### config.mk
export PLATFORM = sky130hd
export DESIGN_NAME = perf_monitor_flat
export DESIGN_NICKNAME = d
export VERILOG_FILES = /design/src/rtl/perf_monitor_pkg.sv /design/src/rtl/perf_monitor_if.sv /design/src/rtl/perf_counter.sv /design/src/rtl/perf_monitor.sv /design/src/flat_wrapper.sv
export SDC_FILE = /design/constraint.sdc
export NUM_CORES = 1
export LEC_CHECK = 0
export CAP_MARGIN = 20
export CORE_MARGIN = 1
export CORE_UTILIZATION = 35
export CTS_CLUSTER_DIAMETER = 40
export DETAILED_ROUTE_END_ITERATION = 10
export DONT_BUFFER_PORTS = 1
export HOLD_SLACK_MARGIN = 0.12
export PLACE_DENSITY = 0.56
export SYNTH_ARGS = -nofsm -noshare
export SYNTH_HDL_FRONTEND = slang
export SYNTH_HIERARCHICAL = 1
export SYNTH_SLANG_ARGS = --single-unit
export TNS_END_PERCENT = 1
### constraint.sdc
create_clock -name clk -period 3.9 [get_ports clk]
set_input_delay 0.78 -clock clk [delete_from_list [all_inputs] [get_ports clk]]
set_output_delay 0.78 -clock clk [all_outputs]
set_load 0.05 [all_outputs]
### src/rtl/perf_monitor_pkg.sv
// perf_mon_pkg: shared state type and default sizing for the performance monitor.
// Build option PERF_MON_SAT_EN (see perf_counter) selects saturating counters.
package perf_mon_pkg;

    typedef enum logic [1:0] {
        IDLE = 2'd0,
        RUN  = 2'd1,
        DONE = 2'd2
    } pm_state_t;

    localparam int unsigned DEF_CNT_W   = 32;
    localparam int unsigned DEF_PC_W    = 32;
    localparam int unsigned DEF_NUM_EVT = 4;

endpackage

### src/rtl/perf_monitor_if.sv
// perf_monitor_if: observation inputs and count outputs of the performance monitor.
// master = core/software side, slave = the monitor itself.
interface perf_monitor_if #(
    parameter int unsigned CNT_W   = 32,
    parameter int unsigned PC_W    = 32,
    parameter int unsigned NUM_EVT = 4
);
    logic                     start;
    logic                     abort;
    logic [PC_W-1:0]          stop_pc;
    logic [PC_W-1:0]          pc;
    logic                     retire;
    logic [NUM_EVT-1:0]       evt;
    logic [CNT_W-1:0]         cycle_cnt;
    logic [CNT_W-1:0]         instr_cnt;
    logic [NUM_EVT*CNT_W-1:0] evt_cnt;
    logic                     running;
    logic                     done;
    logic                     ovf;

    modport master (
        output start, abort, stop_pc, pc, retire, evt,
        input  cycle_cnt, instr_cnt, evt_cnt, running, done, ovf
    );

    modport slave (
        input  start, abort, stop_pc, pc, retire, evt,
        output cycle_cnt, instr_cnt, evt_cnt, running, done, ovf
    );
endinterface

### src/rtl/perf_counter.sv
// perf_counter: one W-bit event counter with synchronous clear.
// Build option PERF_MON_SAT_EN: saturate at all-ones instead of wrapping.
// ovf_pulse is high on any increment attempted from all-ones.
module perf_counter #(
    parameter int unsigned W = 32
) (
    input  logic         clk,
    input  logic         reset,
    input  logic         clr,
    input  logic         inc,
    input  logic         en,
    output logic [W-1:0] value,
    output logic         ovf_pulse
);
    logic at_max;
    logic bump;

    assign at_max    = (value == '1);
    assign bump      = en & inc & ~clr;
    assign ovf_pulse = bump & at_max;

    // Count register: clear wins over increment.
    always_ff @(posedge clk or posedge reset) begin
        if (reset) begin
            value <= '0;
        end else if (clr) begin
            value <= '0;
        end else if (bump) begin
`ifdef PERF_MON_SAT_EN
            if (!at_max) begin
                value <= value + W'(1);
            end
`else
            value <= value + W'(1);
`endif
        end
    end
endmodule

### src/rtl/perf_monitor.sv
// perf_monitor: counts cycles, retired instructions and NUM_EVT event channels
// from a start pulse until pc >= stop_pc, then freezes counts and flags done.
// Build option PERF_MON_SAT_EN: counters saturate instead of wrapping.
module perf_monitor
    import perf_mon_pkg::*;
#(
    parameter int unsigned CNT_W   = DEF_CNT_W,
    parameter int unsigned PC_W    = DEF_PC_W,
    parameter int unsigned NUM_EVT = DEF_NUM_EVT
) (
    input logic            clk,
    input logic            reset,
    perf_monitor_if.slave  bus
);
    pm_state_t            state_q;
    pm_state_t            state_d;
    logic                 stop_hit;
    logic                 cnt_en;
    logic [NUM_EVT+1:0]   ovf_pulse;
    logic                 ovf_q;

    assign stop_hit = (bus.pc >= bus.stop_pc);
    // Increments apply on every RUN edge, including the stop and abort edges;
    // a start edge only clears.
    assign cnt_en   = (state_q == RUN) & ~bus.start;

    // State register.
    always_ff @(posedge clk or posedge reset) begin
        if (reset) begin
            state_q <= IDLE;
        end else begin
            state_q <= state_d;
        end
    end

    // Next state: start beats stop, stop beats abort.
    always_comb begin
        state_d = state_q;
        case (state_q)
            IDLE: if (bus.start) state_d = RUN;
            RUN: begin
                if (bus.start)      state_d = RUN;
                else if (stop_hit)  state_d = DONE;
                else if (bus.abort) state_d = IDLE;
            end
            DONE: begin
                if (bus.start)      state_d = RUN;
                else if (bus.abort) state_d = IDLE;
            end
            default: state_d = IDLE;
        endcase
    end

    perf_counter #(.W(CNT_W)) u_cycle_cnt (
        .clk(clk), .reset(reset), .clr(bus.start), .inc(1'b1), .en(cnt_en),
        .value(bus.cycle_cnt), .ovf_pulse(ovf_pulse[0])
    );

    perf_counter #(.W(CNT_W)) u_instr_cnt (
        .clk(clk), .reset(reset), .clr(bus.start), .inc(bus.retire), .en(cnt_en),
        .value(bus.instr_cnt), .ovf_pulse(ovf_pulse[1])
    );

    for (genvar i = 0; i < NUM_EVT; i++) begin : g_evt
        perf_counter #(.W(CNT_W)) u_evt_cnt (
            .clk(clk), .reset(reset), .clr(bus.start), .inc(bus.evt[i]), .en(cnt_en),
            .value(bus.evt_cnt[i*CNT_W +: CNT_W]), .ovf_pulse(ovf_pulse[i+2])
        );
    end

    // Sticky overflow flag, cleared only by start or reset.
    always_ff @(posedge clk or posedge reset) begin
        if (reset) begin
            ovf_q <= 1'b0;
        end else if (bus.start) begin
            ovf_q <= 1'b0;
        end else if (|ovf_pulse) begin
            ovf_q <= 1'b1;
        end
    end

    assign bus.running = (state_q == RUN);
    assign bus.done    = (state_q == DONE);
    assign bus.ovf     = ovf_q;
endmodule

### src/flat_wrapper.sv
// flat-port wrapper written by rule: the top's interface ports become plain ports
module perf_monitor_flat import perf_mon_pkg::*;
#(
    parameter int unsigned CNT_W   = DEF_CNT_W,
    parameter int unsigned PC_W    = DEF_PC_W,
    parameter int unsigned NUM_EVT = DEF_NUM_EVT
)
  (clk, reset, bus_start, bus_abort, bus_stop_pc, bus_pc, bus_retire, bus_evt, bus_cycle_cnt, bus_instr_cnt, bus_evt_cnt, bus_running, bus_done, bus_ovf);
  perf_monitor_if #(.CNT_W(CNT_W), .PC_W(PC_W), .NUM_EVT(NUM_EVT)) bus_i ();
  input logic clk;
  input logic reset;
  input wire logic [$bits(bus_i.start)-1:0] bus_start;
  input wire logic [$bits(bus_i.abort)-1:0] bus_abort;
  input wire logic [$bits(bus_i.stop_pc)-1:0] bus_stop_pc;
  input wire logic [$bits(bus_i.pc)-1:0] bus_pc;
  input wire logic [$bits(bus_i.retire)-1:0] bus_retire;
  input wire logic [$bits(bus_i.evt)-1:0] bus_evt;
  output wire logic [$bits(bus_i.cycle_cnt)-1:0] bus_cycle_cnt;
  output wire logic [$bits(bus_i.instr_cnt)-1:0] bus_instr_cnt;
  output wire logic [$bits(bus_i.evt_cnt)-1:0] bus_evt_cnt;
  output wire logic [$bits(bus_i.running)-1:0] bus_running;
  output wire logic [$bits(bus_i.done)-1:0] bus_done;
  output wire logic [$bits(bus_i.ovf)-1:0] bus_ovf;
  assign bus_i.start = bus_start;
  assign bus_i.abort = bus_abort;
  assign bus_i.stop_pc = bus_stop_pc;
  assign bus_i.pc = bus_pc;
  assign bus_i.retire = bus_retire;
  assign bus_i.evt = bus_evt;
  assign bus_cycle_cnt = bus_i.cycle_cnt;
  assign bus_instr_cnt = bus_i.instr_cnt;
  assign bus_evt_cnt = bus_i.evt_cnt;
  assign bus_running = bus_i.running;
  assign bus_done = bus_i.done;
  assign bus_ovf = bus_i.ovf;
  perf_monitor #(.CNT_W(CNT_W), .PC_W(PC_W), .NUM_EVT(NUM_EVT)) u_core (.clk(clk), .reset(reset), .bus(bus_i));
endmodule
==> flow_summary_export.csv, run 1 <==
group,metric,value,unit
run_status,status,"finished clean",
place,portBuffers,0,
global_routing,grt_max_degree,204,
synthesis,yosysSeqAreaShare,0.446,
timing,finalWorstPathRequiredPeriod,2670,ps
worst_setup_path,r2r_cells,6,
timing,relSlewSlack,0.298,
worst_setup_path,ff2ff_setup_slack,1230,ps
synthesis,synth_cell_types,40,
timing,slew_viol_final,0,
floorplan,fp.dieH,179,um
timing,finalSetupViolCount,0,
timing,tightest_slew,1050,ps
worst_setup_path,required,4270,ps
timing,finClkSkew,11.3,ps
timing,whs,227,ps
power_and_ir_drop,p_total,4.07,mW
clock_network,cts-root-buf,"clkbuf_16",
place,dpl_cell_area,11300,um^2
finish,n_antenna_cell,0,
global_routing,grt-ovfl-total,0,
worst_setup_path,cp_data_arrival_time,3040,ps
route,drt_wl_total,29100,um
synthesis,ys_warn_count,6,
place,hpwl,19700,um
clock_network,clk_latency,450,ps
floorplan,rows,64,
finish,final_nets,1294,
timing,hold_violations,0,
clock_network,cts_tree,"yes",
route,post_drt_wl_per_cell,18.3,um
floorplan,start_util,0.357,
synthesis,synth_ff_type,"dfrtp_1",
synthesis,synth-edff-count,0,
synthesis,synthArstFlopShare,1.00,
clock_network,h-tree-depth,4,
finish,multi_input_area,5560,um^2
synthesis,ys_seq_elements,195,
power_and_ir_drop,p_leak,4.62,nW
place,place_ws,1090,ps
synthesis,yosys.area.top_type,"dfrtp_1",
worst_setup_path,r2r-end,"u_core/g_evt[1].u_evt_cnt/value[18]$_DFFE_PP0P_",
worst_setup_path,start_kind,"flip-flop",
worst_setup_path,reg2reg_from,"u_core/g_evt[1].u_evt_cnt/value[1]$_DFFE_PP0P_",
clock_network,cts_setup_buffers,0,
place,gp_congestion,0.787,
finish,drive_gt1_frac,0.0545,
clock_network,clk_pin_slew,70,ps
clock_network,cts_inserted_buffers,17,
worst_setup_path,end_kind,"flip-flop",
floorplan,io_pins,268,
global_routing,grtUsageTotal,0.178,
power_and_ir_drop,powerDensity,341,nW/um^2
global_routing,antenna_found_initial,0,
route,routed_via_density,5.75,
synthesis,synth_top_area_frac,0.446,
global_routing,grt_first_pass_wirelength,45000,um
clock_network,ctsHoldBuffers,1,
worst_setup_path,cp_max_fo,13,
floorplan,core_region_area,30700,um^2
clock_network,cts.sinks,195,
worst_hold_path,hp-class,"in2async",
power_and_ir_drop,peakVddDrop,0.285,mV
route,vias,9142,
synthesis,syn_area_per_cell,9.09,um^2
timing,setup_slack,1230,ps
route,dr.pass1.iters,4,
timing,tns,0,ps
route,detail-route-antenna-nets,0,
flow_run,drv_cap,0,
finish,final_area,11900,um^2
global_routing,grt_pass1_vias,8317,
synthesis,synth.top_cells.by_area,"dfrtp_1 45%, a21oi_1 6.9%, or4_1 5.8%",
finish,ff_latch_area,4880,um^2
timing,fmax,0.374,GHz
finish,area_growth,9.03,%
timing,post-route-period-util,0.685,
route,drt_iter0_drc,549,
route,post-route-drc-count,0,
clock_network,cts_resized,0,
synthesis,syn_inst,1204,
synthesis,netlist_area,10900,um^2
finish,fillCellCount,3084,
clock_network,clockBufferDepth,2,
floorplan,fp.dieW,179,um
worst_setup_path,worst-setup-path-type,"reg2reg",
timing,rsz0062_at_grt,"false",
floorplan,die-area,32000,um^2
==> per-layer routing <==
metal	GRT usage	share of wire
met1	0.221	0.44
met2	0.277	0.46
met3	0.0687	0.081
met4	0.0724	0.024
met5	0	0
==> synth_stat cells (all sizes together) (6+ instances only) <==
cell and number:
xor2 48, and2 6, and3 6, o21ai 52, nor4 10, a21oi 152, ha 38, xnor2 6
or4 90, dfrtp 195, buf 6, and4 36, nand4 53, clkbuf 61, o31ai 83, nand3 69
inv 63, nor2 58, nand2 92, or3 48
==> state kept, by name, indices dropped and copies added (netlist names) <==
| signal | count |
|---|---|
| u_core/state_q | 2 |
| u_core/u_cycle_cnt/value | 32 |
| u_core/bus.ovf | 1 |
| u_core/u_instr_cnt/value | 32 |
| u_core/g_evt.u_evt_cnt/value | 128 |
==> worst max path at each step <==
stage	startpoint	cells after the start	end	slack, ps
after floorplan	u_core/state_q[1]$_DFFE_PP0P_	7	u_core/g_evt[3].u_evt_cnt/value[21]$_DFFE_PP0P_	300
after global placement	bus_stop_pc[15]	7	u_core/state_q[0]$_DFFE_PP0P_	1100
after detailed placement	bus_stop_pc[15]	7	u_core/state_q[0]$_DFFE_PP0P_	1090
after CTS	u_core/g_evt[1].u_evt_cnt/value[0]$_DFFE_PP0P_	6	u_core/g_evt[1].u_evt_cnt/value[18]$_DFFE_PP0P_	1250
after global routing	u_core/g_evt[3].u_evt_cnt/value[16]$_DFFE_PP0P_	5	u_core/bus.ovf$_DFFE_PP0P_	1080
final	u_core/g_evt[1].u_evt_cnt/value[1]$_DFFE_PP0P_	6	u_core/g_evt[1].u_evt_cnt/value[18]$_DFFE_PP0P_	1230
==> placed cells by master, fill, tap and decap left out, types with 2 or more instances in the layout <==
master / count
a21o_1: 2
a21oi_1: 152
and2_1: 6
and3_1: 6
and3b_1: 5
and4_1: 36
buf_4: 22
bufinv_16: 3
clkbuf_1: 3
clkbuf_16: 17
clkbuf_8: 4
clkinv_2: 2
conb_1: 5
dfrtp_1: 195
ha_1: 38
inv_1: 63
nand2_1: 91
nand2b_1: 2
nand3_1: 69
nand4_1: 53
nor2_1: 58
nor2b_1: 4
nor3_1: 2
nor4_1: 9
o21ai_0: 52
o31ai_1: 83
or2_2: 5
or3_1: 48
or4_1: 84
or4_4: 6
xnor2_1: 6
xor2_1: 48
==> power breakdown <==
part           total (mW)  switching [mW]  internal, mW
clock network        1.84           0.770          1.07
logic               0.168           0.111        0.0566
registers            2.06          0.0327          2.03
total                4.07           0.914          3.15
==> final cells by class <==
type                    instances  share of cell area
clock buffers                  24              0.0412
clock inverters                 5             0.00838
inverters                      63              0.0198
multi-input cells             883               0.466
flip-flops and latches        195               0.409
well taps                     396              0.0415
repair buffers                 23              0.0147
==> kinds of logic (layout without fill, tap and decap cells) <==
| family | after synthesis | count (layout) | share of synthesized area |
|---|---|---|---|
| buffers and inverters | 130 | 115 | 0.0487 |
| AOI/OAI and AO/OA | 295 | 295 | 0.157 |
| muxes | 1 | 1 | 0.00103 |
| xor gates and xnor gates | 54 | 54 | 0.0432 |
| and+or+nand+nor | 490 | 490 | 0.261 |
| DFF | 195 | 195 | 0.446 |
| other | 1 | 5 | 0.000342 |
| adders and majority gates | 38 | 38 | 0.0434 |
==> worst max-delay path, cell delays in order (launching register included) <==
cell,delay (ps)
dfrtp_1,730
ha_1,280
and4_1,270
nand4_1,330
buf_4,330
or4_1,500
a21oi_1,150
==> metrics by stage <==
| stage | util | instances |
|---|---|---|
| 3_5_place_dp | 0.370 | 1559 |
| 5_1_grt | 0.389 | 1589 |
| 3_3_place_gp | 0.370 | 1559 |
| 6_report | 0.389 | 1589 |
| 2_1_floorplan | - | 1208 |
| 4_1_cts | 0.389 | 1589 |
(Power assumes the default switching activity.)
==> run 2, diff against run 1 <==
--- a/config.mk
+++ b/config.mk
@@ -12,7 +12,7 @@
 export DETAILED_ROUTE_END_ITERATION = 10
 export DONT_BUFFER_PORTS = 1
 export HOLD_SLACK_MARGIN = 0.12
-export PLACE_DENSITY = 0.56
+export PLACE_DENSITY = 0.58
 export SYNTH_ARGS = -nofsm -noshare
 export SYNTH_HDL_FRONTEND = slang
 export SYNTH_HIERARCHICAL = 1
==> constraint.sdc (replaced) <==
create_clock -name clk -period 2.3 [get_ports clk]
set_input_delay 0.46 -clock clk [delete_from_list [all_inputs] [get_ports clk]]
set_output_delay 0.46 -clock clk [all_outputs]
set_load 0.05 [all_outputs]
==> run 2 against run 1 <==
The flow now finishes with violations (setup timing); register-to-register slack got worse by 1200 ps; combinational power is 140% higher; final cell count grew 16%; utilization rose by 7.3 points; wire length rose by 10%; clock skew is 0.81 ps lower; clock power increased by 65%; via count rose by 12%; hold slack worse by 130 ps; critical path type unchanged.
==> flow_summary_export.csv, run 2 (synthesis results as in run 1) <==
group,metric,value,unit
run_status,status,"finished, violations left",
run_status,violations,"setup timing",
place,hpwl,22100,um
timing,finalWorstPathRequiredPeriod,2300,ps
worst_setup_path,crit_path_start,"u_core/state_q[1]$_DFFE_PP0P_",
finish,mostFrequentLayoutCells,"207 x buf_4, 195 x dfrtp_1, 144 x a21oi_1",
global_routing,antenna_found_initial,0,
route,drt_iter0_drc,486,
worst_setup_path,r2r_cells,9,
worst_setup_path,required,2620,ps
timing,post-route-period-util,1.00,
floorplan,start_util,0.357,
flow_run,drv_cap,0,
worst_setup_path,crit_top_cell,"nor2b_4",
finish,area_growth,29.5,%
route,drt_wl_total,32100,um
finish,largest_register,"u_core/g_evt.u_evt_cnt/value",
place,portBuffers,0,
global_routing,grt_max_degree,204,
timing,setup_slack,-1.62,ps
finish,final_nets,1547,
finish,fillCellCount,2939,
timing,tightest_slew,1090,ps
finish,largest_reg_flops,128,
timing,finClkSkew,10.5,ps
worst_setup_path,ff2ff_setup_slack,-2,ps
timing,finalSetupViolCount,1,
worst_setup_path,critical-path-max-stage-delay,580,ps
worst_setup_path,cpLargestDelayFamily,"buffers and inverters",
timing,hold_violations,0,
route,vias,10300,
global_routing,grt_pass1_vias,9779,
route,post-route-drc-count,0,
clock_network,h-tree-depth,4,
worst_hold_path,hp-class,"in2reg",
clock_network,cts_tree,"yes",
route,dr.pass1.iters,4,
floorplan,die-area,32000,um^2
worst_setup_path,slowest_stage,"dlygate4sd3_1",
finish,final_common_cell,"buf_4",
floorplan,rows,64,
clock_network,clockBufferDepth,2,
finish,top_regs,"u_core/g_evt.u_evt_cnt/value: 128 flops, u_core/u_cycle_cnt/value: 32 flops, u_core/u_instr_cnt/value: 32 flops",
finish,fin_cells,1844,
timing,relSlewSlack,0.269,
route,detail-route-antenna-nets,0,
timing,whs,95.2,ps
worst_setup_path,cp_cell_sequence,"nor2b_4, nor2b_4, buf_12, and4_4, buf_4, nand4_1, xor2_1, nor2_1, dlygate4sd3_1",
worst_setup_path,reg2reg_from,"u_core/state_q[1]$_DFFE_PP0P_",
timing,rsz0062_at_grt,"true",
clock_network,cts-root-buf,"clkbuf_16",
floorplan,fp.dieH,179,um
power_and_ir_drop,p_leak,6.19,nW
worst_setup_path,worst-setup-path-type,"reg2reg",
timing,slew_viol_final,0,
finish,drive_gt1_frac,0.206,
timing,fmax,0.434,GHz
floorplan,fp.dieW,179,um
clock_network,cts_inserted_buffers,17,
global_routing,grtUsageTotal,0.196,
global_routing,grt-ovfl-total,0,
power_and_ir_drop,peakVddDrop,0.526,mV
power_and_ir_drop,powerDensity,485,nW/um^2
global_routing,grt_first_pass_wirelength,50000,um
worst_hold_path,hold_depth,1,
worst_setup_path,end_kind,"flip-flop",
route,routed_via_density,5.57,
finish,n_antenna_cell,0,
worst_hold_path,hold_path_startpoint,"bus_start",
worst_setup_path,cp_data_arrival_time,2620,ps
worst_setup_path,start_kind,"flip-flop",
clock_network,ctsHoldBuffers,53,
place,gp_congestion,0.786,
clock_network,clk_pin_slew,70,ps
worst_setup_path,cp_max_fo,13,
floorplan,io_pins,268,
worst_setup_path,cp.buffers_inverters,3,
floorplan,core_region_area,30700,um^2
clock_network,clk_latency,440,ps
route,post_drt_wl_per_cell,17.4,um
place,dp_cells,1758,
timing,tns,-1.62,ps
worst_setup_path,crit_cells,9,
clock_network,cts.sinks,195,
## run 2: what timing repair did
item	in CTS	in global routing
resized for setup	0	40
setup buffers	0	1
endpoints found under the hold margin	341	127
setup endpoints to repair	0	98
## run 2: worst paths after layout
path / to
worst max register to register: u_core/g_evt[2].u_evt_cnt/value[5]$_DFFE_PP0P_
worst min register to register: u_core/g_evt[3].u_evt_cnt/value[9]$_DFFE_PP0P_
worst max-delay path: u_core/g_evt[2].u_evt_cnt/value[5]$_DFFE_PP0P_
worst min-delay path: u_core/u_instr_cnt/value[21]$_DFFE_PP0P_
max in group asynchronous: u_core/u_cycle_cnt/value[11]$_DFFE_PP0P_
min in group asynchronous: u_core/bus.ovf$_DFFE_PP0P_
## run 2: routing by layer
layer	GRT usage	wire [um]	vias to the layer above
met5	0	0	-
met4	0.0565	491	0
met3	0.0628	2240	26
met2	0.322	15500	214
met1	0.244	13800	5058
li1	-	-	4966
## run 2: where the power goes
part	internal, mW	switching [mW]	leakage, nW
Combinational	0.142	0.253	3.19
Sequential	3.44	0.0132	2.72
Clock	1.69	1.34	0.276
Total	5.27	1.61	6.19
## run 2: cell type report
cell class | count | area (um^2) | area share
clock inverter | 8 | 101 | 0.00715
clock buffer | 23 | 478 | 0.0337
timing repair buffer | 276 | 2310 | 0.163
sequential | 195 | 4880 | 0.344
tap | 396 | 495 | 0.0349
inverter | 63 | 236 | 0.0167
multi-input combinational | 883 | 5680 | 0.400
## run 2: through the flow
step | setup WS [ps] | instance area [um^2] | power (mW) | util
3_3_place_gp | -67.6 | 12900 | 3.88 | 0.420
3_5_place_dp | -138 | 12900 | 3.89 | 0.420
5_1_grt | -81.0 | 14200 | 7.14 | 0.462
6_report | -1.62 | 14200 | 6.88 | 0.462
2_1_floorplan | -263 | 11000 | 3.81 | -
4_1_cts | 9.89 | 14000 | 6.97 | 0.457
